===== config.mk =====
export PLATFORM = sky130hd
export DESIGN_NAME = qspi_rx_fifo
export DESIGN_NICKNAME = d
export VERILOG_FILES = /design/src/rtl/qspi_pkg.sv /design/src/rtl/qspi_rx_ram.sv /design/src/rtl/qspi_rx_fifo.sv
export SDC_FILE = /design/constraint.sdc
export NUM_CORES = 1
export LEC_CHECK = 0
export ABC_CLOCK_PERIOD_IN_PS = 10000
export CAP_MARGIN = 20
export CELL_PAD_IN_SITES_DETAIL_PLACEMENT = 1
export CELL_PAD_IN_SITES_GLOBAL_PLACEMENT = 2
export CORE_ASPECT_RATIO = 1.2
export CORE_MARGIN = 2
export CORE_UTILIZATION = 48
export CTS_CLUSTER_SIZE = 25
export DETAILED_ROUTE_END_ITERATION = 12
export HOLD_SLACK_MARGIN = 0.08
export PLACE_DENSITY_LB_ADDON = 0.1
export SLEW_MARGIN = 10
export SYNTH_ARGS = -nofsm -noshare
export SYNTH_HDL_FRONTEND = slang
export SYNTH_HIERARCHICAL = 1
export SYNTH_SLANG_ARGS = --single-unit

===== constraint.sdc =====
create_clock -name clk_i -period 10 [get_ports clk_i]
set_input_delay 2 -clock clk_i [delete_from_list [all_inputs] [get_ports clk_i]]
set_output_delay 2 -clock clk_i [all_outputs]
set_load 0.1 [all_outputs]

===== src/rtl/qspi_pkg.sv =====
// Shared QSPI constants and the transfer-size mask helper used by both the
// receive and transmit paths.
package qspi_pkg;
  localparam int QSPI_WORD_W = 32;
  localparam int QSPI_SIZE_W = 6;

  // Sizes above the word width clamp to a full word; the shift is done one bit
  // wider so that a size of 32 still yields all ones.
  function automatic logic [QSPI_WORD_W-1:0] qspi_size_mask(input logic [QSPI_SIZE_W-1:0] size);
    logic [QSPI_SIZE_W-1:0] eff;
    logic [QSPI_WORD_W:0]   m;
    eff = (size > QSPI_SIZE_W'(QSPI_WORD_W)) ? QSPI_SIZE_W'(QSPI_WORD_W) : size;
    m   = ({{QSPI_WORD_W{1'b0}}, 1'b1} << eff) - {{QSPI_WORD_W{1'b0}}, 1'b1};
    return m[QSPI_WORD_W-1:0];
  endfunction
endpackage


===== src/rtl/qspi_rx_ram.sv =====
// DEPTH x 32 receive storage: one synchronous write port, one asynchronous read port.
module qspi_rx_ram
  import qspi_pkg::*;
#(
  parameter  int DEPTH = 8,
  localparam int AW    = $clog2(DEPTH)
) (
  input  logic                   clk_i,
  input  logic                   we,
  input  logic [AW-1:0]          waddr,
  input  logic [QSPI_WORD_W-1:0] wdata,
  input  logic [AW-1:0]          raddr,
  output logic [QSPI_WORD_W-1:0] rdata
);
  logic [DEPTH-1:0][QSPI_WORD_W-1:0] mem;

  always_ff @(posedge clk_i) begin
    if (we) mem[waddr] <= wdata;
  end

  assign rdata = mem[raddr];
endmodule


===== src/rtl/qspi_rx_fifo.sv =====
// QSPI receive FIFO: masks completed words to the transfer size, queues them and
// presents them over valid/ready with full, watermark and overflow signalling.
module qspi_rx_fifo
  import qspi_pkg::*;
#(
  parameter  int DEPTH = 8,
  localparam int LW    = $clog2(DEPTH) + 1
) (
  input  logic                   clk_i,
  input  logic                   rst_ni,
  input  logic                   rx_valid_i,
  input  logic [QSPI_WORD_W-1:0] rx_data_i,
  input  logic [QSPI_SIZE_W-1:0] rx_size_i,
  output logic                   rx_full_o,
  input  logic                   flush_i,
  output logic                   rd_valid_o,
  input  logic                   rd_ready_i,
  output logic [QSPI_WORD_W-1:0] rd_data_o,
  output logic [LW-1:0]          level_o,
  input  logic [LW-1:0]          watermark_i,
  output logic                   wm_intr_o,
  output logic                   ovf_o,
  input  logic                   ovf_clr_i,
  output logic                   ovf_intr_o
);
  localparam int AW = $clog2(DEPTH);

  logic [AW-1:0]          wptr_q, rptr_q;
  logic [LW-1:0]          level_q, level_d;
  logic                   ovf_q, ovf_intr_q, wm_q;
  logic                   push_req, full, pop, push, drop;
  logic [QSPI_WORD_W-1:0] ram_rdata;

  // A clamped size is zero only when the raw size is zero.
  assign push_req = rx_valid_i && (rx_size_i != '0);
  assign full     = (level_q == LW'(DEPTH));
  assign pop      = rd_valid_o && rd_ready_i;
  assign push     = push_req && (!full || pop);
  assign drop     = push_req && full && !pop;

  always_comb begin
    level_d = level_q;
    if (flush_i)           level_d = '0;
    else if (push && !pop) level_d = level_q + LW'(1);
    else if (pop && !push) level_d = level_q - LW'(1);
  end

  always_ff @(posedge clk_i or negedge rst_ni) begin
    if (!rst_ni) begin
      wptr_q     <= '0;
      rptr_q     <= '0;
      level_q    <= '0;
      ovf_q      <= 1'b0;
      ovf_intr_q <= 1'b0;
      wm_q       <= 1'b0;
    end else begin
      if (flush_i) begin
        wptr_q <= '0;
        rptr_q <= '0;
      end else begin
        if (push) wptr_q <= wptr_q + AW'(1);
        if (pop)  rptr_q <= rptr_q + AW'(1);
      end
      level_q    <= level_d;
      ovf_intr_q <= drop;
      // A drop in the same cycle as a clear keeps the flag set.
      if (drop)           ovf_q <= 1'b1;
      else if (ovf_clr_i) ovf_q <= 1'b0;
      wm_q <= (level_d >= watermark_i) && (watermark_i != '0);
    end
  end

  qspi_rx_ram #(.DEPTH(DEPTH)) u_ram (
    .clk_i (clk_i),
    .we    (push && !flush_i),
    .waddr (wptr_q),
    .wdata (rx_data_i & qspi_size_mask(rx_size_i)),
    .raddr (rptr_q),
    .rdata (ram_rdata)
  );

  assign level_o    = level_q;
  assign rd_valid_o = (level_q != '0);
  assign rx_full_o  = full;
  assign rd_data_o  = rd_valid_o ? ram_rdata : '0;
  assign ovf_o      = ovf_q;
  assign ovf_intr_o = ovf_intr_q;
  assign wm_intr_o  = wm_q;
endmodule


==> key figures <==
Floorplan
  • Boundary pin count: 89
  • Effective utilization at floorplan: 0.4872
  • Full die area: about 25000 um2
  • CORE AREA: 23820 um2
  • Die outline width: 145.9 um
  • Die boundary height: about 170 um
  • Number of core rows: 62

Timing
  • Number of endpoints with negative hold slack in the final report: 0
  • Worst path setup slack after routing: 3.907 ns
  • Sum Neg Setup Slack: 0 ns
  • Setup repair after global routing missed its margin: no
  • Final critical path time including I/O delays and setup: 6.093 ns
  • Worst-case hold slack: about 0.5 ns
  • Worst relative slew slack: 0.2770
  • Worst Tran Pin Value: around 1.1 ns
  • Count of pins over their slew limit: 0
  • Period Utilization, post-route: 0.6093
  • Final setup violation count: 0
  • Clock Skews: 0.01425 ns
  • Maximum clock rate: about 160 MHz

Setup path
  • Register-to-Register Setup Slack: 6.49 ns
  • Worst path required time: 8.00 ns
  • Slowest Stage Delay on Critical Path: between 0.9 and 1 ns
  • CP delay by family, top: buffers and inverters
  • Timing startpoint of the critical path: rptr_q[0]
  • Startpoint of the worst-slack reg-to-reg timing path: level_o[0]
  • CP Cell Sequence: buf_4, mux4_1, mux2_2, and2_1, clkdlybuf4s50_1
  • Buf+Inv Stages, Crit Path: 2
  • Arrival time of data at the critical path endpoint: 4.09 ns
  • Worst Setup Path Type: reg2out
  • Type of element launching the critical path: register
  • Cell depth of the worst flop-to-flop path: 13
  • Critical path peak fanout: 43
  • Critical path capture point type: primary output
  • Worst path slowest cell: clkdlybuf4s50_1
  • Reg2Reg Capture Point: wm_intr_o
  • Worst path depth: 5

Route
  • Detail Route Antenna Nets: 0
  • Final routed DRC violation total: 0
  • Drt pass-1 iters: 5
  • Number of design-rule violations left by the first detailed-router iteration: between 400 and 500
  • DR vias/cell: 5.845
  • Count of vias placed by the detailed router: slightly above 6000
  • Total Routed Length: 27210 um
  • Mean routed wirelength per cell: 25.59 um

Place
  • Number of placed instances with taps included: 1014
  • Hpwl dp: 16640 um
  • Input/output buffers: 88
  • Global placement routability congestion: 0.8161
  • Pre-CTS setup slack: 3.845 ns

Clock network
  • Max Root-Sink Buffers: 3
  • Number of cells upsized or downsized after cts: 0
  • Worst-skew pair later-pin latency: 0.54 ns
  • Worst-path clk slew: 0.06 ns
  • CTS tree: done
  • Number of buffers created by CTS: 27
  • Clock root buffer: clkbuf_16
  • Count of hold buffers inserted by post-cts repair: 0
  • Clock H-tree levels: 1
  • Post-CTS Setup Repair Bufs: 0
  • Num Clock Sinks: around 270

Logic synthesis
  • Synth async-reset ratio: 0.04833
  • Post-Syn Instances: 633
  • Post-synthesis instance area: 11600 um2
  • Register bit total from synthesis: approximately 270
  • Most used flip-flop cell after synthesis: edfxtp_1
  • Number of distinct library cells after synthesis: 50
  • Post-synthesis average cell area: 18.33 um2
  • Synth warn: 6
  • Synthesized net count: 690
  • Number of enable-type register cells in the synthesized netlist: around 260
  • Sequential area share after synthesis: 0.6905

GRT
  • Antenna violations before repair: 0
  • Largest net degree at the start of global routing: 66
  • Global-route wire length before repair: 41470 um
  • Vias in the first global route: 6626
  • Gr ovfl total: 0
  • Global Route Usage Sum: 0.2177

Final layout
  • Number of diodes: 0
  • Final-stage net count: 780
  • Layout-stage area growth over the synthesis result: 18.08%
  • Fill cell total of the finished layout: 2145
  • FF/Latch Area: 8020 um2
  • Commonest cells after routing, fill and taps aside: edfxtp_1 (256), clkdlybuf4s50_1 (88), and2_1 (47)
  • Final std cells w/o fill: 1063
  • Fraction of layout instances using a drive strength above 1: 0.1602
  • Most common cell after layout, fill and taps aside: edfxtp_1
  • Area taken by multi-input logic gates: between 3000 and 4000 um2
  • Core occupancy in the finished layout: 0.5753

Run
  • # Max-Cap Violations: 0

Power and ir drop
  • Net switching share of the total power: 0.3814
  • Internal power: between 0.002 and 0.0025 W
  • Power share of the sequential group: 0.354
  • Part of the power in combinational logic: 0.375
  • Worst voltage drop across the vdd grid: 0.2103 mV
  • Standby leakage power: 4.507 nW
  • Power density over the cells: 272.4 nW/um2
  • Clk pwr share: 0.271
  • Switching power: between 0.001 and 0.0015 W

Hold path
  • Endpoint, Worst Hold: ovf_o
  • Number of cells on the worst hold path: 1
  • Path category of the worst min-delay check: reg2reg
  • Hold Crit Start: ovf_o

Run status
  • Outcome: finished, final reports clean
## sequential cells by signal, indices dropped and copies added (netlist names)
register    flops
u_ram/mem     256
level_o         4
rptr_q          3
wptr_q          3
ovf_intr_o      1
ovf_o           1
wm_intr_o       1
## cells by family (layout without fill, tap and decap cells)
family                   count (synthesis)  after routing  synth area share
buffers and inverters                   47            157           0.02070
AND/OR/NAND/NOR                        141            141           0.06492
flip-flops                             269            269            0.6905
multiplexers                           100            100            0.1717
adder cells (fa/ha/maj)                  9              9          0.009705
AO/OA/AOI/OAI                           56             56           0.03418
XOR/XNOR                                11             11          0.008303
## area by class of cell
cell class                      count  area share
Clock buffer                       32     0.05068
Multi-Input combinational cell    317      0.2486
Clock inverter                     17     0.01370
Timing Repair Buffer               98     0.06977
Sequential cell                   269      0.5853
Tap cell                          320     0.02922
Inverter                           10    0.002739
## synth_stat cells (2+ instances only)
cell type  count  area share
buf_2          3      0.0013
o21a_1         6      0.0039
inv_1         10      0.0032
nand3_1       10      0.0043
or3_1          3      0.0016
a21oi_1        7      0.0030
and2_1        47       0.025
xnor2_1        4      0.0030
nor2b_1        5      0.0027
buf_1          7      0.0023
clkbuf_1      19      0.0061
nand4_1        3      0.0016
dfrtp_1       13       0.028
ha_1           9      0.0097
mux4_2        24       0.047
o31ai_1        4      0.0026
a21o_1         4      0.0026
nor3b_1        3      0.0019
edfxtp_1     256        0.66
mux4_1        40       0.091
o22ai_1        2      0.0011
nand2_1       20      0.0065
nand2b_1       6      0.0032
o21ai_0       13      0.0056
buf_6          8      0.0078
mux2_2        32       0.031
xor2_1         7      0.0053
a21boi_0       8      0.0052
mux2i_1        4      0.0035
nor2_1        25      0.0081
nor3_1        12      0.0052
## how the worst max path moves through the flow
stage	slack [ns]	end
final	3.91	rd_data_o[15]
after global routing	3.75	rd_data_o[15]
after CTS	3.86	rd_data_o[10]
after detailed placement	3.84	u_ram/mem[186]
after global placement	4.19	u_ram/mem[154]
after floorplan	4.32	u_ram/mem[0]
## stage by stage
| stage | area, um2 | total power (W) |
|---|---|---|
| finish | 13700 | 0.003732 |
| CTS | 13700 | 0.003765 |
| global route | 13700 | 0.003858 |
| floorplan | 11600 | 0.002456 |
| detailed placement | 12820 | 0.002754 |
| global placement | 12820 | 0.002741 |
## power by group through the flow
stage | logic [W] | registers [W] | clock network (W)
floorplan | 0.00109 | 0.00137 | 0
global route | 0.00146 | 0.00133 | 0.00107
detailed placement | 0.00141 | 0.00135 | 0
CTS | 0.00141 | 0.00132 | 0.00103
global placement | 0.00140 | 0.00134 | 0
finish | 0.00140 | 0.00132 | 0.00101
## layer usage
metal / GRT usage / vias to the layer above / wire (um)
met2: 0.3748 / 182 / 13860
li1: - / 2730 / -
met1: 0.2933 / 3259 / 11470
met3: 0.03360 / 42 / 1317
met4: 0.05433 / 0 / 561
met5: 0 / - / 0
Power figures use the tool's default switching activity.
